==> src/rtl/instrumentation_trip_unit.sv <==
// instrumentation_trip_unit
// Per-channel trip generator: compares each channel's sensor value against its
// setpoint, debounces the comparison over consecutive valid samples, and
// combines the result with the channel mode into a fail-safe trip output.
//
// Optional feature macro: INSTR_TRIP_LATCH_EN
//   defined   - an operate-mode trip is held until an explicit trip_reset,
//               honoured only once the last valid sample no longer trips.
//   undefined - trip_reset is ignored; in operate mode the trip clears on the
//               first valid non-tripping sample (trip follows the debounce).
module instrumentation_trip_unit #(
    parameter int                   NChannels      = 3,
    parameter int                   Width          = 32,
    parameter int                   DebounceCycles = 2,
    parameter logic [NChannels-1:0] SignedMask     = NChannels'(3'b100),
    parameter logic [NChannels-1:0] LowTripMask    = NChannels'(3'b100)
) (
    input  logic                       clk,
    input  logic                       rst_n,
    input  logic                       sample_valid,
    input  logic [NChannels*Width-1:0] vals,
    input  logic [NChannels*Width-1:0] setpoints,
    input  logic [2*NChannels-1:0]     mode,
    input  logic [NChannels-1:0]       trip_reset,
    output logic [NChannels-1:0]       sensor_trip,
    output logic [NChannels-1:0]       trip
);

    typedef enum logic [1:0] {
        MODE_BYPASS   = 2'd0,
        MODE_OPERATE  = 2'd1,
        MODE_MANUAL   = 2'd2,
        MODE_RESERVED = 2'd3
    } mode_e;

    localparam int              CntW   = $clog2(DebounceCycles + 1);
    localparam logic [CntW-1:0] DebMax = CntW'(DebounceCycles);

`ifndef INSTR_TRIP_LATCH_EN
    // Operator reset has no function when trips are not latched.
    logic unused_trip_reset;
    assign unused_trip_reset = ^trip_reset;
`endif

    for (genvar ch = 0; ch < NChannels; ch++) begin : g_ch
        logic [Width-1:0] v;
        logic [Width-1:0] sp;
        mode_e            ch_mode;
        logic             raw;
        logic [CntW-1:0]  cnt_q;
        logic [CntW-1:0]  cnt_d;
        logic             deb;
        logic             trip_q;
        logic             trip_d;
        logic             sensor_q;

        assign v       = vals[ch*Width +: Width];
        assign sp      = setpoints[ch*Width +: Width];
        assign ch_mode = mode_e'(mode[2*ch +: 2]);

        // Raw comparison: signedness and trip direction fixed per channel; equality never trips.
        always_comb begin
            raw = 1'b0;
            if (SignedMask[ch]) begin
                raw = LowTripMask[ch] ? ($signed(v) < $signed(sp)) : ($signed(v) > $signed(sp));
            end else begin
                raw = LowTripMask[ch] ? (v < sp) : (v > sp);
            end
        end

        // Next debounce count and trip state, highest-priority mode rule last.
        always_comb begin
            // NOTE: every output gets a default first so no path leaves a latch behind.
            cnt_d  = cnt_q;
            trip_d = trip_q;
            if (sample_valid) begin
                if (raw) begin
                    cnt_d = (cnt_q == DebMax) ? cnt_q : cnt_q + CntW'(1);
                end else begin
                    cnt_d = '0;
                end
            end
            // Debounce sees the count including this cycle's update.
            deb = (cnt_d == DebMax);
            case (ch_mode)
                MODE_BYPASS: begin
                    trip_d = 1'b0;
                    cnt_d  = '0;
                end
                MODE_OPERATE: begin
                    if (deb) begin
                        trip_d = 1'b1;
`ifdef INSTR_TRIP_LATCH_EN
                    end else if (trip_reset[ch] && trip_q && !sensor_q) begin
                        // sensor_q is the raw result of the last valid sample.
                        trip_d = 1'b0;
`else
                    end else if (sample_valid && !raw) begin
                        trip_d = 1'b0;
`endif
                    end
                end
                // Manual trip; reserved is treated the same way (fail-safe).
                default: trip_d = 1'b1;
            endcase
        end

        // Channel state registers; reset discards any partial debounce count.
        always_ff @(posedge clk or negedge rst_n) begin
            if (!rst_n) begin
                cnt_q    <= '0;
                trip_q   <= 1'b0;
                sensor_q <= 1'b0;
            end else begin
                // NOTE: non-blocking assignments keep all registers sampling pre-edge values.
                cnt_q  <= cnt_d;
                trip_q <= trip_d;
                if (sample_valid) begin
                    sensor_q <= raw;
                end
            end
        end

        assign sensor_trip[ch] = sensor_q;
        assign trip[ch]        = trip_q;
    end

endmodule
==> config.mk <==
export PLATFORM = sky130hd
export DESIGN_NAME = instrumentation_trip_unit
export DESIGN_NICKNAME = d
export VERILOG_FILES = /design/src/rtl/instrumentation_trip_unit.sv
export SDC_FILE = /design/constraint.sdc
export NUM_CORES = 1
export LEC_CHECK = 0
export CAP_MARGIN = 20
export CORE_MARGIN = 5
export CORE_UTILIZATION = 37
export CTS_CLUSTER_DIAMETER = 40
export CTS_CLUSTER_SIZE = 12
export DETAILED_ROUTE_END_ITERATION = 8
export PLACE_DENSITY_LB_ADDON = 0.05
export SKIP_LAST_GASP = 1
export SYNTH_ARGS = -nofsm -noshare
export SYNTH_HDL_FRONTEND = slang
export SYNTH_SLANG_ARGS = --single-unit
==> constraint.sdc <==
create_clock -name clk -period 1.3 [get_ports clk]
set_input_delay 0.26 -clock clk [delete_from_list [all_inputs] [get_ports clk]]
set_output_delay 0.26 -clock clk [all_outputs]
set_load 0.005 [all_outputs]
== Yosys cells after proc, flatten, opt, wreduce, memory -nomap -nowiden ==
Index checks and enable logic that the tools add are counted.
W data, S select, Z words.

* Logic and storage cells: 57
* Register bits: 12
* Input port bits: 204

* Add/subtract/negate cells: 3
* Multiplexer cells: 21
* Reduce and logical (&&, ||, !) cells: 9
* $lt $le $gt $ge: 3
* Equality and inequality tests: 12

{| class="wikitable"
|+ Operator list
! cell !! number
|-
| $gt A32 B32 Y1 || 2
|-
| $lt A32 B32 Y1 || 1
|-
| $mux W2 || 12
|-
| $eq A2 B2 Y1 const B || 6
|-
| $ne A3 B3 Y1 const B || 3
|-
| $add A2 B1 Y2 const B || 3
|-
| $eq A2 B1 Y1 const B || 3
|-
| $logic_not A2 Y1 || 3
|-
| $mux W1 || 6
|-
| $pmux W1 S2 || 3
|-
| $logic_and A1 B1 Y1 || 3
|-
| $logic_not A1 Y1 || 3
|}

== Logic depth before layout (Yosys ltp) ==
Gate-level depths: netlist of run 1.

* Word-level depth: 7
* Mapped depth: 9
* Depth with buffers taken out: 9

== Worst setup path after synthesis of run 1 ==
OpenSTA, ideal clock, no wires.

* Path kind: input to register
* Start point: in setpoints[77]
* End point: reg g_ch[2].trip_q
* Stages on the path: 9
* Slack: -0.766 ns
* Buffers on the path: 0
* Data arrival time: 1.946 ns
* Library setup time: 0.120 ns
* Cells stage by stage: inv_1 ha_1 nand2_1 nor4_2 o41ai_1 o311ai_2 a21oi_2 or3b_1 a31o_1

* Cells in the longest elaborated chain, start to end: 6

{| class="wikitable"
|+ RTL lines
! what !! RTL line !! text
|-
| start, declared || 22 || <nowiki>input logic [NChannels*Width-1:0] setpoints,</nowiki>
|-
| $lt A32 B32 Y1 (*) || 65 || <nowiki>raw = LowTripMask[ch] ? ($signed(v) < $signed(sp)) : ($signed(v) > $signed(sp));</nowiki>
|-
| $mux W2 || 77 || <nowiki>if (raw) begin</nowiki>
|-
| $mux W2 || 76 || <nowiki>if (sample_valid) begin</nowiki>
|-
| $eq A2 B2 Y1 || 84 || <nowiki>deb = (cnt_d == DebMax);</nowiki>
|-
| $mux W1 || 91 || <nowiki>if (deb) begin</nowiki>
|-
| $pmux W1 S2 || 85 || <nowiki>case (ch_mode)</nowiki>
|-
| end signal, assigned || 117 || <nowiki>trip_q <= trip_d;</nowiki>
|-
| end, declared || 53 || <nowiki>logic trip_q;</nowiki>
|}

Every way passes the cells marked *; elsewhere a longest branch is shown, timed or not.
A chain may end at the register's enable or synchronous reset.

== Final worst setup path of run 1 ==
* Start point: in vals[73]
* End point: reg g_ch[2].trip_q

* Cells in the longest elaborated chain, start to end: 6

{| class="wikitable"
|+ RTL lines
! what !! RTL line !! text
|-
| start, declared || 21 || <nowiki>input logic [NChannels*Width-1:0] vals,</nowiki>
|-
| $lt A32 B32 Y1 (*) || 65 ||
|-
| $mux W2 || 77 ||
|-
| $mux W2 || 76 ||
|-
| $eq A2 B2 Y1 || 84 ||
|-
| $mux W1 || 91 ||
|-
| $pmux W1 S2 || 85 ||
|}

Marks and branches as above.

==> flow_metrics.tcl, run 1 <==
set metrics [dict create \
    synth_top_flop_cell "dfrtp_1" \
    dp_slack_ns -1.51 \
    grt-ovfl-total 0 \
    dieArea_mm2 0.0103 \
    synth-edff-count 0 \
    via_per_inst 5.05 \
    grt_usage 0.214 \
    worst_slew_pin_slew_ns 0.371 \
    max_cap_violations 0 \
    syn_area_per_cell_um2 7.73 \
    hp-class "in -> async" \
    power_w 0.00275 \
    dp_cells 717 \
    cp_max_fo 2 \
    core_mm2 0.00818 \
    wl_per_cell_um 15.9 \
    boundaryPins 210 \
    period_minus_slack_ns 1.99 \
    synthCells 399 \
    clk_path_buf_depth 2 \
    slowest_stage "or3b_4" \
    die_x_um 101 \
    die_y_um 101 \
    ant_nets 0 \
    outcome "finished with violations" \
    multi_input_area_mm2 0.00350 \
    antennaDiodeCount 0 \
    p_int_w 0.00175 \
    cp-start-kind "primary input" \
    cp_data_arrival_time_ns 2.11 \
    switching_share 0.364 \
    grt_pass1_vias 4100 \
    critPathMaxStageDelay_ns 0.38 \
    gp_congestion 0.786 \
    vdd_ir_drop_max_v 0.000274 \
    ys_types 39 \
    num_vias 3721 \
    fin_crit_sh 1.53 \
    synthesis.area_mm2 0.00309 \
    synth_top_area_share 0.397 \
    tritoncts "built" \
    ys_ff_latch 12 \
    cts.sinks 12 \
    rsz0062_at_grt "true" \
    clkPwrFrac 0.124 \
    synth-seq-area-share 0.0973 \
    htreeDepth 1 \
    relSlewSlack 0.752 \
    antenna_found_initial 0 \
    io_buffers 206 \
    drv_slew 0 \
    cts_buffers 3 \
    leakagePower_nw 3.08 \
    synthArstFlopShare 1.00 \
    yosys.area.top_type "ha_1" \
    end_kind "flip-flop" \
    cp_top_family "compound AO/OA/AOI/OAI gates" \
    start_util 0.377 \
    power_frac_comb 0.716 \
    setup_viol 12 \
    area_delta_synth_final_pct 108 \
    grt_pass1_wl_mm 17.9 \
    power.switching_w 0.000999 \
    clkLatencyLatePin_ns 0.24 \
    drtPass1Iterations 4 \
    power_frac_seq 0.160 \
    fmax_mhz 503 \
    yosysWarnings 0 \
    regArea_um2 300 \
    clk_pin_slew_worst_paths_ns 0.05 \
    drive_above_1_share 0.563 \
    criticalPathCategory "in -> reg" \
    crit-reg2reg-launch "g_ch[1].cnt_q[1]" \
    critical_path.cell_chain "buf_2, ha_4, nand2_4, nor4_4, o41ai_2, o311ai_2, a21oi_2, or3b_4, a31o_1" \
    finalNetCount 936 \
    drc 0 \
    hold_viol_final 0 \
    stdcell_count 737 \
    drt_iter0_markers 48 \
    row_count 33 \
    cellPowerDensity_mw_per_mm2 427 \
    violations "negative setup slack" \
    root_buffer "clkbuf_8" \
    timing.critical_path.from "vals[73]" \
    skew_ns 0.00333 \
    place_hpwl_mm 8.90 \
    finalWorstSetupSlack_ns -0.688 \
    worstPathRequired_ns 1.43 \
    grt_max_degree 13 \
    synth.area.top_cells "ha_1 (40%), inv_1 (13%), dfrtp_1 (9.7%), a21o_1 (6.8%), a21oi_1 (4.7%)" \
    routed_wl_mm 11.7 \
    timing.critical_path.buf_inv 1 \
    num-fill-cells 549 \
    synth_fp_nets 701 \
]
==> registers in the layout (all words and copies together) (netlist names) <==
signal and cells:
g_ch.sensor_q 3, g_ch.cnt_q 6, g_ch.trip_q 3
==> routing by layer <==
layer,vias to the layer above,global-route usage,share of wire
li1,1856,-,-
met1,1698,0.222,0.36
met2,140,0.427,0.55
met3,27,0.0427,0.062
met4,0,0.0624,0.026
met5,-,0,0
==> repair_timing <==
item                                    in CTS  in global routing
setup buffers                               16                  2
hold endpoints to repair                     0                  0
endpoints found under the setup margin      18                 12
gates resized for setup                    647                 96
pin swaps                                  132                 45
hold buffers                                 0                  0
==> cell usage after synthesis (2+ instances only) <==
cell,instances
nor3_1,2
o32ai_1,4
a211oi_1,5
and3_1,2
nor3b_1,2
nand2_1,10
and4_1,2
a21o_1,28
o21ai_0,12
nand4_1,18
nor2b_1,4
nand2b_1,3
buf_4,6
inv_1,106
o211ai_1,8
dfrtp_1,12
a21oi_1,29
clkbuf_1,2
mux2i_1,2
ha_1,98
nor2_1,16
o21a_1,11
==> power groups by stage <==
stage	Sequential [W]	Clock (W)	Combinational, W
6_report	0.000440	0.000340	0.00197
5_1_grt	0.000444	0.000368	0.00217
4_1_cts	0.000440	0.000354	0.00187
3_3_place_gp	0.000446	0	0.00162
3_5_place_dp	0.000448	0	0.00168
2_1_floorplan	0.000440	0	0.000791
==> cells by family after synthesis <==
| group | after synthesis | synth area share |
|---|---|---|
| and+or+nand+nor | 65 | 0.118 |
| adders and majority gates | 98 | 0.397 |
| muxes | 2 | 0.00649 |
| AOI/OAI and AO/OA | 108 | 0.235 |
| buffers and inverters | 114 | 0.146 |
| DFF | 12 | 0.0973 |
==> worst paths after layout <==
check | to | slack, ns | cells past startpoint
max reg2reg | g_ch[1].cnt_q[1] | 0.08 | 5
min | g_ch[0].cnt_q[0] | 0.33 | 2
min in group clk | g_ch[2].sensor_q | 0.49 | 1
min reg2reg | g_ch[2].sensor_q | 0.49 | 1
max in group asynchronous | g_ch[1].trip_q | 0.80 | 2
max | g_ch[2].trip_q | -0.69 | 9
==> layout by cell type (no fill, tap or decap), types with 12 or more instances in the layout <==
cell and count:
a21o_1 28, a21oi_1 20, buf_2 41, buf_4 31, buf_6 53, clkbuf_2 26, clkdlybuf4s50_1 13, dfrtp_1 12
dlygate4sd2_1 55, ha_1 21, ha_4 74, inv_1 33, inv_2 60, nand4_1 18, nor2_1 13
==> area by class of cell <==
class	count	area share
Multi-Input combinational cell	273	0.544
Timing Repair Buffer	238	0.309
Inverter	106	0.0732
Sequential cell	12	0.0467
Tap cell	105	0.0204
Clock buffer	3	0.00642
==> metrics by stage <==
step | setup TNS, ns | hold WS (ns) | util | instance area (um2)
floorplan | -4.57 | -0.0356 | - | 3440
global placement | -14.24 | 0.477 | 0.697 | 5690
detailed placement | -14.95 | 0.488 | 0.697 | 5690
CTS | -4.78 | 0.325 | 0.778 | 6360
global route | -6.11 | 0.357 | 0.787 | 6430
finish | -5.09 | 0.335 | 0.787 | 6430
(Power assumes the default switching activity.)
==> run 2: changes to the inputs <==
--- a/config.mk
+++ b/config.mk
@@ -7,7 +7,7 @@
 export LEC_CHECK = 0
 export CAP_MARGIN = 20
 export CORE_MARGIN = 5
-export CORE_UTILIZATION = 37
+export CORE_UTILIZATION = 39
 export CTS_CLUSTER_DIAMETER = 40
 export CTS_CLUSTER_SIZE = 12
 export DETAILED_ROUTE_END_ITERATION = 8
==> constraint.sdc (replaced) <==
create_clock -name clk -period 2.3 [get_ports clk]
set_input_delay 0.46 -clock clk [delete_from_list [all_inputs] [get_ports clk]]
set_output_delay 0.46 -clock clk [all_outputs]
set_load 0.005 [all_outputs]
==> run 2 against run 1 <==
Net effect: the flow still finishes with violations (negative setup slack); register-to-register slack improved by 0.96 ns; clock skew rose by 0.0021 ns; sequential power fell by 43%; worst hold slack improved by 0.19 ns; wire length rose by 5.7%; critical path type unchanged; largest cell class unchanged.
==> flow_metrics.tcl, run 2 (synthesized netlist as in run 1, its figures left out) <==
set metrics [dict create \
    outcome "finished with violations" \
    violations "negative setup slack" \
    hold_viol_final 0 \
    largest_reg_flops 6 \
    cp_top_family "simple AND/OR/NAND/NOR gates" \
    fin_crit_sh 1.01 \
    grt_max_degree 13 \
    grt_usage 0.188 \
    timing.critical_path.buf_inv 2 \
    finalWorstSetupSlack_ns -0.0123 \
    core_mm2 0.00773 \
    setup_viol 4 \
    htreeDepth 1 \
    regArea_um2 300 \
    die_x_um 98.9 \
    die_y_um 98.9 \
    critical_path.cell_chain "clkdlybuf4s50_1, inv_1, ha_1, nand4_1, nor3_2, and3_4, or3_4, o22ai_4, a21oi_4, o32ai_2" \
    timing.critical_path.from "setpoints[6]" \
    hp-class "reg -> reg" \
    num_vias 3753 \
    layout_common_cells "clkdlybuf4s50_1 (123), dlymetal6s2s_1 (66), inv_1 (64), ha_4 (50), ha_1 (47)" \
    io_buffers 206 \
    r2r_end "g_ch[0].trip_q" \
    holdWs_ns 0.522 \
    ant_nets 0 \
    stdcell_count 725 \
    grt_use_met1 0.207 \
    cp_max_fo 4 \
    drtPass1Iterations 4 \
    top_regs "g_ch.cnt_q: 6 flops, g_ch.sensor_q: 3 flops, g_ch.trip_q: 3 flops" \
    use_met2 0.365 \
    cp_data_arrival_time_ns 2.43 \
    multi_input_area_mm2 0.00318 \
    vdd_ir_drop_max_v 0.000212 \
    wl_per_cell_um 17.1 \
    cellPowerDensity_mw_per_mm2 249 \
    cp-start-kind "primary input" \
    drt_iter0_markers 88 \
    worst_slew_pin_slew_ns 0.580 \
    start_util 0.399 \
    place_hpwl_mm 8.23 \
    crit_path_end "g_ch[0].cnt_q[0]" \
    tns_ns -0.0341 \
    drv_slew 0 \
    crit-reg2reg-launch "g_ch[0].cnt_q[0]" \
    use_met3 0.0439 \
    cts_buffers 3 \
    dieArea_mm2 0.00979 \
    area_delta_synth_final_pct 107 \
    criticalPathCategory "in -> reg" \
    clkLatencyLatePin_ns 0.24 \
    num-fill-cells 464 \
    r2r_cells 5 \
    gp_congestion 0.788 \
    top_register "g_ch.cnt_q" \
    row_count 32 \
    cp.depth 10 \
    leakagePower_nw 3.45 \
    fmax_mhz 432 \
    critPathMaxStageDelay_ns 0.48 \
    skew_ns 0.00541 \
    period_minus_slack_ns 2.31 \
    grt_pass1_wl_mm 15.6 \
    mostFrequentLayoutCell "clkdlybuf4s50_1" \
    via_per_inst 5.18 \
    cts.sinks 12 \
    clk_path_buf_depth 2 \
    relSlewSlack 0.612 \
    drive_above_1_share 0.273 \
    slowest_stage "clkdlybuf4s50_1" \
    routed_wl_mm 12.4 \
    drc 0 \
    end_kind "flip-flop" \
    r2r_setup_slack_ns 1.04 \
    root_buffer "clkbuf_8" \
    finalNetCount 925 \
    max_cap_violations 0 \
    hold_buffers 0 \
    worstPathRequired_ns 2.41 \
    dp_cells 713 \
    antenna_found_initial 1 \
    grt_pass1_vias 3708 \
    grt-ovfl-total 0 \
    grt_busiest_layer "met2" \
    tritoncts "built" \
    clk_pin_slew_worst_paths_ns 0.05 \
    boundaryPins 210 \
]
## run 2: worst reg2reg max path: cells and delay by family, from the launching register on
kind | cells | cell delay, ns
and+or+nand+nor | 1 | 0.14
DFF | 1 | 0.36
buffers and inverters | 1 | 0.10
AOI/OAI and AO/OA | 2 | 0.30
adders and majority gates | 1 | 0.25
## run 2: layer usage
layer / vias up / share of wire
li1: 1829 / -
met1: 1736 / 0.36
met2: 158 / 0.53
met3: 30 / 0.074
met4: 0 / 0.031
met5: - / 0
## run 2: where the power goes
group	leakage (nW)	internal (W)	switching, W	total, W
sequential	0.150	0.000236	0.0000142	0.000250
combinational	3.27	0.000655	0.000449	0.00110
clock	0.0288	0.000151	0.0000842	0.000236
## run 2: how the worst min path moves through the flow
| stage | startpoint | endpoint | slack, ns | cells past startpoint |
|---|---|---|---|---|
| floorplan | rst_n | g_ch[0].cnt_q[0] | 0.16 | 0 |
| global placement | g_ch[2].sensor_q | g_ch[2].sensor_q | 0.47 | 1 |
| detailed placement | g_ch[2].sensor_q | g_ch[2].sensor_q | 0.50 | 1 |
| CTS | g_ch[2].sensor_q | g_ch[2].sensor_q | 0.52 | 1 |
| global route | g_ch[2].sensor_q | g_ch[2].sensor_q | 0.53 | 1 |
| finish | g_ch[1].sensor_q | g_ch[1].sensor_q | 0.52 | 2 |
## run 2: layout make-up
cell class | instances | share of cell area
multi-input cells | 273 | 0.498
repair buffers | 227 | 0.364
inverters | 106 | 0.0623
flip-flops and latches | 12 | 0.0470
well taps | 102 | 0.0200
clock buffers | 4 | 0.00863
diodes | 1 | 0.000392
## run 2: what timing repair did
action	4_1_cts	5_1_grt
gates cloned	0	0
setup buffers	2	6
setup endpoints to repair	11	12
pin swaps	24	63
gates resized for setup	54	200
## run 2: through the flow
stage	setup WS, ns	util	total power [W]	area (um2)
global placement	-0.567	0.689	0.00109	5330
finish	-0.0123	0.826	0.00159	6380
detailed placement	-0.611	0.689	0.00112	5330
CTS	-0.0170	0.722	0.00141	5580
floorplan	0.0344	-	0.000642	3090
global route	-0.115	0.826	0.00171	6380
==> run 3: changes to the inputs <==
--- a/config.mk
+++ b/config.mk
@@ -8,11 +8,13 @@
 export CAP_MARGIN = 20
 export CORE_MARGIN = 5
 export CORE_UTILIZATION = 39
-export CTS_CLUSTER_DIAMETER = 40
+export CTS_CLUSTER_DIAMETER = 80
 export CTS_CLUSTER_SIZE = 12
 export DETAILED_ROUTE_END_ITERATION = 8
 export PLACE_DENSITY_LB_ADDON = 0.05
 export SKIP_LAST_GASP = 1
+export SLEW_MARGIN = 20
 export SYNTH_ARGS = -nofsm -noshare
 export SYNTH_HDL_FRONTEND = slang
 export SYNTH_SLANG_ARGS = --single-unit
+export TNS_END_PERCENT = 50
==> run 3 against run 2 <==
Net effect: critical path depth is 2 lower; critical path type unchanged; highest routed layer unchanged; critical endpoint is now g_ch[2].trip_q; core utilization fell by 0.16 points; cell count stayed put; sequential cell count unchanged; clock skew hardly changed; non-clock buffer count did not move; combinational power is essentially flat; the flow still finishes with violations (negative setup slack).
==> flow_metrics.tcl, run 3 (synthesized netlist as in run 1, its figures left out) <==
set metrics [dict create \
    via_per_inst 5.17 \
    criticalPathCategory "in -> reg" \
    fin_crit_sh 1.01 \
    setup_viol 5 \
    post-route-util 0.824 \
    wl_per_cell_um 17.0 \
    worst_slew_pin_slew_ns 0.577 \
    cellPowerDensity_mw_per_mm2 249 \
    r2r_cells 5 \
    top_register "g_ch.cnt_q" \
    min_to "g_ch[1].sensor_q" \
    grt_max_degree 13 \
    worstHoldStart "g_ch[1].sensor_q" \
    tritoncts "built" \
    grt_usage 0.188 \
    period_minus_slack_ns 2.31 \
    violations "negative setup slack" \
    clk_pin_slew_worst_paths_ns 0.06 \
    fin_area_mm2 0.00637 \
    hold_buffers 0 \
    layout_common_cells "clkdlybuf4s50_1 (123), dlymetal6s2s_1 (66), inv_1 (64), ha_4 (49), ha_1 (48)" \
    mostFrequentLayoutCell "clkdlybuf4s50_1" \
    cp_max_fo 2 \
    core_mm2 0.00773 \
    tns_ns -0.0347 \
    cp_data_arrival_time_ns 2.45 \
    dp_slack_ns -0.611 \
    skew_ns 0.00543 \
    grt_pass1_vias 3708 \
    place_hpwl_mm 8.23 \
    timing.critical_path.buf_inv 1 \
    largest_reg_flops 6 \
    dpl_cell_area_mm2 0.00533 \
    antenna_found_initial 1 \
    cp_top_family "compound AO/OA/AOI/OAI gates" \
    hold_viol_final 0 \
    clkLatencyLatePin_ns 0.24 \
    boundaryPins 210 \
    grt-ovfl-total 0 \
    hp-class "reg -> reg" \
    dieArea_mm2 0.00979 \
    r2r_setup_slack_ns 1.04 \
    die_x_um 98.9 \
    top_regs "g_ch.cnt_q: 6 flops, g_ch.sensor_q: 3 flops, g_ch.trip_q: 3 flops" \
    crit-reg2reg-launch "g_ch[0].cnt_q[0]" \
    io_buffers 206 \
    relSlewSlack 0.614 \
    fmax_mhz 433 \
    drive_above_1_share 0.272 \
    r2r_end "g_ch[0].trip_q" \
    slowest_stage "clkdlybuf4s50_1" \
    ant_nets 0 \
    outcome "finished with violations" \
    finalWorstSetupSlack_ns -0.0116 \
    max_cap_violations 0 \
    critPathMaxStageDelay_ns 0.49 \
    drt_iter0_markers 85 \
    area_delta_synth_final_pct 106 \
    die_y_um 98.9 \
    clk_path_buf_depth 2 \
    start_util 0.399 \
    worstPathRequired_ns 2.43 \
    htreeDepth 1 \
    root_buffer "clkbuf_8" \
    cts.sinks 12 \
    drc 0 \
    cp-start-kind "primary input" \
    drv_slew 0 \
    gp_congestion 0.788 \
    rsz0062_at_grt "true" \
    cts_buffers 3 \
    end_kind "flip-flop" \
    vdd_ir_drop_max_v 0.000212 \
    num_vias 3751 \
    drtPass1Iterations 4 \
    leakagePower_nw 3.45 \
    critical_path.cell_chain "clkdlybuf4s50_1, ha_4, a21oi_2, o21ai_2, a211oi_2, nor2_1, or3b_4, a31o_1" \
    grt_pass1_wl_mm 15.6 \
    finalNetCount 925 \
    routed_wl_mm 12.4 \
    holdPathStages 2 \
    row_count 32 \
]
run 3: cell count changes in the layout (fill, tap and decap cells not counted):
cell / previous run / this run
ha_1: 47 / 48
ha_4: 50 / 49
run 3: how the worst max path moves through the flow:
| stage | endpoint | depth (start not counted) | from | slack, ns |
|---|---|---|---|---|
| after floorplan | g_ch[2].trip_q | 9 | setpoints[77] | 0.03 |
| after global routing | g_ch[0].cnt_q[0] | 10 | setpoints[6] | -0.11 |
| final | g_ch[2].trip_q | 8 | vals[84] | -0.01 |
| after global placement | g_ch[2].trip_q | 10 | setpoints[79] | -0.57 |
| after detailed placement | g_ch[2].trip_q | 10 | setpoints[79] | -0.61 |
| after CTS | g_ch[2].trip_q | 9 | vals[76] | -0.02 |
run 3: where the power goes:
part           switching (W)  internal, W
Clock              0.0000843     0.000151
Sequential         0.0000142     0.000236
Combinational       0.000448     0.000654
run 3: timing repair:
item | in CTS | in global routing
endpoints found under the setup margin | 11 | 12
setup buffers | 2 | 6
pin swaps | 24 | 60
gates resized for setup | 54 | 199
run 3: metal layers:
| metal | routed length (um) | vias up | global-route usage |
|---|---|---|---|
| li1 | - | 1829 | - |
| met1 | 4450 | 1734 | 0.207 |
| met2 | 6600 | 158 | 0.365 |
| met3 | 918 | 30 | 0.0439 |
| met4 | 380 | 0 | 0.0315 |
| met5 | 0 | - | 0 |
run 3: tightest hold or removal path, cell delays in order, from the launching register on:
cell and delay (ns):
dfrtp_1 0.38, inv_1 0.05, mux2i_1 0.05
run 3: through the flow:
stage / hold slack [ns] / instances / power (W)
CTS: 0.518 / 719 / 0.00141
detailed placement: 0.504 / 713 / 0.00112
global route: 0.529 / 725 / 0.00171
finish: 0.522 / 725 / 0.00159
floorplan: 0.164 / 399 / 0.000642
global placement: 0.467 / 713 / 0.00109
run 3: area by class of cell:
type / instances / area (um2)
tap: 102 / 128
multi-input combinational: 273 / 3170
inverter: 106 / 398
clock buffer: 4 / 55.1
antenna: 1 / 2.50
fill: 467 / 1360
timing repair buffer: 227 / 2320
sequential: 12 / 300
